`src/rtl/arb_round_robin.sv`:
```
// arb_round_robin: registered round-robin arbiter over two LSB-first priority-to-one-hot trees
module pry2oht_tree #(
  parameter int WIDTH = 32,
  parameter int SPLIT = 2
) (
  input  logic [WIDTH-1:0] dat,
  output logic [WIDTH-1:0] oht,
  output logic             vld
);
  if (WIDTH <= SPLIT) begin : g_leaf
    always_comb begin
      vld = 1'b0;
      for (int i = 0; i < WIDTH; i++) begin
        oht[i] = dat[i] & ~vld;
        vld = vld | dat[i];
      end
    end
  end else begin : g_node
    localparam int SUB = (WIDTH + SPLIT - 1) / SPLIT;
    localparam int GRP = (WIDTH + SUB - 1) / SUB;
    logic [GRP-1:0] sub_vld, sel;
    always_comb begin
      sel = '0;
      for (int i = 0; i < GRP; i++)
        sel[i] = sub_vld[i] & ~|(sub_vld & ((GRP'(1) << i) - GRP'(1)));
    end
    for (genvar g = 0; g < GRP; g++) begin : g_grp
      localparam int LO = g * SUB;
      localparam int GW = (g == GRP - 1) ? WIDTH - LO : SUB;
      logic [GW-1:0] sub_oht;
      pry2oht_tree #(.WIDTH(GW), .SPLIT(SPLIT)) u_sub (
        .dat(dat[LO +: GW]),
        .oht(sub_oht),
        .vld(sub_vld[g])
      );
      assign oht[LO +: GW] = sel[g] ? sub_oht : '0;
    end
    assign vld = |sub_vld;
  end
endmodule

module arb_round_robin #(
  parameter  int WIDTH     = 32,
  parameter  int SPLIT     = 2,
  localparam int WIDTH_LOG = $clog2(WIDTH)
) (
  input  logic                 clk,
  input  logic                 rst,
  input  logic [WIDTH-1:0]     req,
  output logic [WIDTH-1:0]     gnt,
  output logic [WIDTH_LOG-1:0] gnt_idx,
  output logic                 gnt_vld,
  input  logic                 gnt_rdy
);
  logic [WIDTH_LOG-1:0] ptr, idx, nxt_ptr;
  logic [WIDTH-1:0] msk, a_oht, b_oht, win;
  logic a_vld, arb_vld, load;
  always_comb begin
    msk = '0;
    for (int i = 0; i < WIDTH; i++) msk[i] = i >= int'(ptr);
  end
  pry2oht_tree #(.WIDTH(WIDTH), .SPLIT(SPLIT)) u_a (.dat(req & msk), .oht(a_oht), .vld(a_vld));
  pry2oht_tree #(.WIDTH(WIDTH), .SPLIT(SPLIT)) u_b (.dat(req), .oht(b_oht), .vld(arb_vld));
  assign win = a_vld ? a_oht : b_oht;
  always_comb begin
    idx = '0;
    for (int i = 0; i < WIDTH; i++) idx = idx | (win[i] ? WIDTH_LOG'(i) : '0);
  end
  assign nxt_ptr = (idx == WIDTH_LOG'(WIDTH - 1)) ? '0 : idx + 1'b1;
  assign load = ~gnt_vld | gnt_rdy;
  always_ff @(posedge clk or posedge rst) begin
    if (rst) begin
      gnt     <= '0;
      gnt_idx <= '0;
      gnt_vld <= 1'b0;
      ptr     <= '0;
    end else if (load) begin
      gnt     <= win;
      gnt_idx <= idx;
      gnt_vld <= arb_vld;
      if (arb_vld) ptr <= nxt_ptr;
    end
  end
endmodule

```
`config.mk`:
```
export PLATFORM = sky130hd
export DESIGN_NAME = arb_round_robin
export DESIGN_NICKNAME = d
export VERILOG_FILES = /design/src/rtl/arb_round_robin.sv
export SDC_FILE = /design/constraint.sdc
export NUM_CORES = 1
export LEC_CHECK = 0
export CELL_PAD_IN_SITES_DETAIL_PLACEMENT = 1
export CELL_PAD_IN_SITES_GLOBAL_PLACEMENT = 2
export CORE_AREA = 5 5 131 133
export DETAILED_ROUTE_END_ITERATION = 10
export DIE_AREA = 0 0 136 138
export HOLD_SLACK_MARGIN = 0.02
export PLACE_DENSITY_LB_ADDON = 0.1
export SLEW_MARGIN = 20
export SYNTH_ARGS = -nofsm -noshare
export SYNTH_HDL_FRONTEND = slang
export SYNTH_HIERARCHICAL = 1
export SYNTH_SLANG_ARGS = --single-unit
```
`constraint.sdc`:
```
create_clock -name clk -period 7.7 [get_ports clk]
set_input_delay 1.925 -clock clk [delete_from_list [all_inputs] [get_ports clk]]
set_output_delay 1.925 -clock clk [all_outputs]
set_load 0.01 [all_outputs]
```
==> run_results.csv <==
group,metric,value,unit
place,dp_hpwl,14.0,mm
clock_tree,clk_pin_slew,60,ps
outcome,status,"completed",
worst_hold_path,hold_class,"reg -> reg",
finish,synthToLayoutAreaGrowth,14.3,%
clock_tree,ctsHoldBuffers,0,
route,viasPerCell,5.13,
power_and_ir_drop,ir_worst_vdd,0.0823,mV
clock_tree,post_cts_buffers,0,
clock_tree,cts_resized,0,
setup_path,worst_ep_required_time,7920,ps
place,place.gp.congestion,0.928,
synth,synth_async_sr_flop_share,100,%
sta,fin_worst_skew,4.44,ps
floorplanning,dieHeight,138,um
sta,timing.final.crit_share,85.7,%
synth,yosysMostFrequentCell,"and2_2",
route,totalWireLength,17.0,mm
sta,tightest_slew,816,ps
setup_path,r2r_cells,20,
setup_path,r2r-start,"ptr[1]",
synth,synth_area_leaders,"dfrtp_1, and2_2, and3b_1",
clock_tree,htreeDepth,2,
sta,min_period,6600,ps
setup_path,start_kind,"input pin",
synth,synth_top_area_cell,"dfrtp_1",
floorplanning,initial_core_util,36.5,%
power_and_ir_drop,powerDensity,132,nW/um^2
power_and_ir_drop,power.leakage,3.43,nW
setup_path,worst_r2r_endpoint,"ptr[3]",
synth,avgSynthCellArea,8.25,sq um
synth,synth_edf_count,0,
route,detail-route-antenna-nets,0,
sta,slew_violations,0,
route,drc_errors,0,
sta,setup_viol,0,
synth,synth-seq-cells,43,
floorplanning,fp.dieArea,18800,sq um
synth,synth.cell_area,5740,sq um
run,cap_violations,0,
synth,yosys.area.top_type_share,18.8,%
place,io_buffer_count,72,
setup_path,crit_start,"req[1]",
synth,syn_inst,695,
sta,rsz0062_at_grt,"no",
clock_tree,clk_path_buf_depth,2,
finish,n_antenna_cell,0,
clock_tree,clockRootBuffer,"clkbuf_16",
setup_path,endpoint,"ptr[3]",
place,dp_cells,928,
finish,finalNetCount,756,
setup_path,crit_path_max_fanout,20,
power_and_ir_drop,finalPower,0.868,mW
route,wl_per_cell,18.1,um
global_routing,antenna_found_initial,0,
setup_path,path_class,"in -> reg",
setup_path,cp.arrival,6820,ps
synth,yosysWarnings,6,
route,drt_pass1_iterations,4,
floorplanning,die_w,136,um
synth,ys_top_cells_by_count,"and2_2, and3b_1, or2_1",
route,num_vias,4805,
sta,setup_tns,0,ps
route,drtIter0Drc,163,
sta,slew_headroom,45.6,%
clock_tree,cts_tree,"done",
floorplanning,rows,46,
floorplanning,coreArea,15700,sq um
finish,drive_above_1_share,25.4,%
clock_tree,cts_buffers,5,
sta,hold_viol,0,
global_routing,grt_pass1_wl,27.3,mm
sta,fmax,151,MHz
setup_path,crit_path_end_kind,"flop",
floorplanning,pin_count,73,
synth,ys_types,50,
global_routing,grt_overflow,0,
synth,ys_seq_area_share,18.8,%
setup_path,reg2reg_slack,1480,ps
global_routing,first_global_vias,5030,
synth,synth_ff_type,"dfrtp_1",
global_routing,grt_start_max_net_pins,44,
synth,syn-num-nets,732,
clock_tree,cts_sinks,43,
finish,stdcell_count,936,
clock_tree,clock_insertion_delay_worst_skew,280,ps
global_routing,grt_usage,17.7,%
per-layer routing:
metal	vias up	wire [um]	share of wire [%]	global-route usage (%)
li1	2416	-	-	-
met4	0	317	1.9	4.08
met1	2280	8670	51	26.1
met3	21	524	3.1	1.02
met2	88	7450	44	28.5
met5	-	0	0	0
stage by stage:
step	setup WS, ps	area (sq um)	hold slack [ps]	util [%]
final	1100	6560	480	41.7
after global routing	569	6560	502	41.7
after floorplan	1820	5740	516	-
after detailed placement	842	6380	475	40.6
after global placement	1120	6350	465	40.4
after CTS	1100	6560	488	41.7
kinds of logic (layout without fill, tap and decap cells):
group,count (synthesis),after routing,share of synthesized area [%]
mux,37,37,6.57
compound gates,68,68,7.46
flops,43,43,18.8
simple gates,479,479,58.9
xor+xnor,1,1,0.153
fa+ha+maj,2,2,0.436
buf+inv,65,90,7.68
layout by cell type (no fill, tap or decap), drive strengths merged, types with 3 or more instances in the layout:
master / Yosys / final
a21boi: 5 / 5
a21oi: 3 / 3
and2: 135 / 135
and3: 5 / 5
and3b: 130 / 130
buf: 47 / 8
clkbuf: 16 / 6
clkdlybuf4s50: 0 / 72
dfrtp: 43 / 43
mux2: 5 / 5
mux2i: 32 / 32
nand2: 48 / 48
nand3: 4 / 4
nor2: 17 / 17
nor2b: 37 / 37
nor3: 5 / 5
nor3b: 4 / 4
nor4: 11 / 11
o21a: 6 / 6
o21ai: 37 / 37
o22ai: 3 / 3
or2: 63 / 63
or4: 10 / 10
or4b: 4 / 4
cell type report:
cell class | instances | area, sq um
Multi-Input combinational cell | 587 | 4230
Clock inverter | 2 | 35.0
Tap cell | 216 | 270
Sequential cell | 43 | 1080
Fill cell | 1882 | 9160
Clock buffer | 6 | 139
Inverter | 2 | 7.51
Timing Repair Buffer | 80 | 801
report_power, final:
part | internal (mW) | switching [mW]
logic | 0.164 | 0.169
clock network | 0.161 | 0.0824
registers | 0.248 | 0.0431
total | 0.573 | 0.295
registers in the layout, summed over array words and instances (netlist names):
signal and cells:
ptr 5, gnt_idx 5, gnt 32, gnt_vld 1
critical path: stages:
cell and delay [ps]:
clkdlybuf4s50_1 490, nor4b_1 340, or2_1 210, or2_1 220, or2_1 350, or2_1 370, buf_4 260, and3b_2 260
or4b_1 480, o22ai_1 210, o211ai_1 230, ha_1 290, and3_1 150, ha_1 180, nand3b_1 200, a2111oi_0 330
nand4_1 170, nand3_1 120
worst min path at each step:
stage | to | startpoint | cells past startpoint
2_1_floorplan | gnt[0] | gnt[0] | 2
5_1_grt | gnt[16] | gnt[16] | 2
3_3_place_gp | gnt[1] | gnt[1] | 2
4_1_cts | gnt[16] | gnt[16] | 2
3_5_place_dp | gnt[16] | gnt[16] | 2
6_report | gnt[23] | gnt[23] | 2
(Power assumes the default switching activity.)
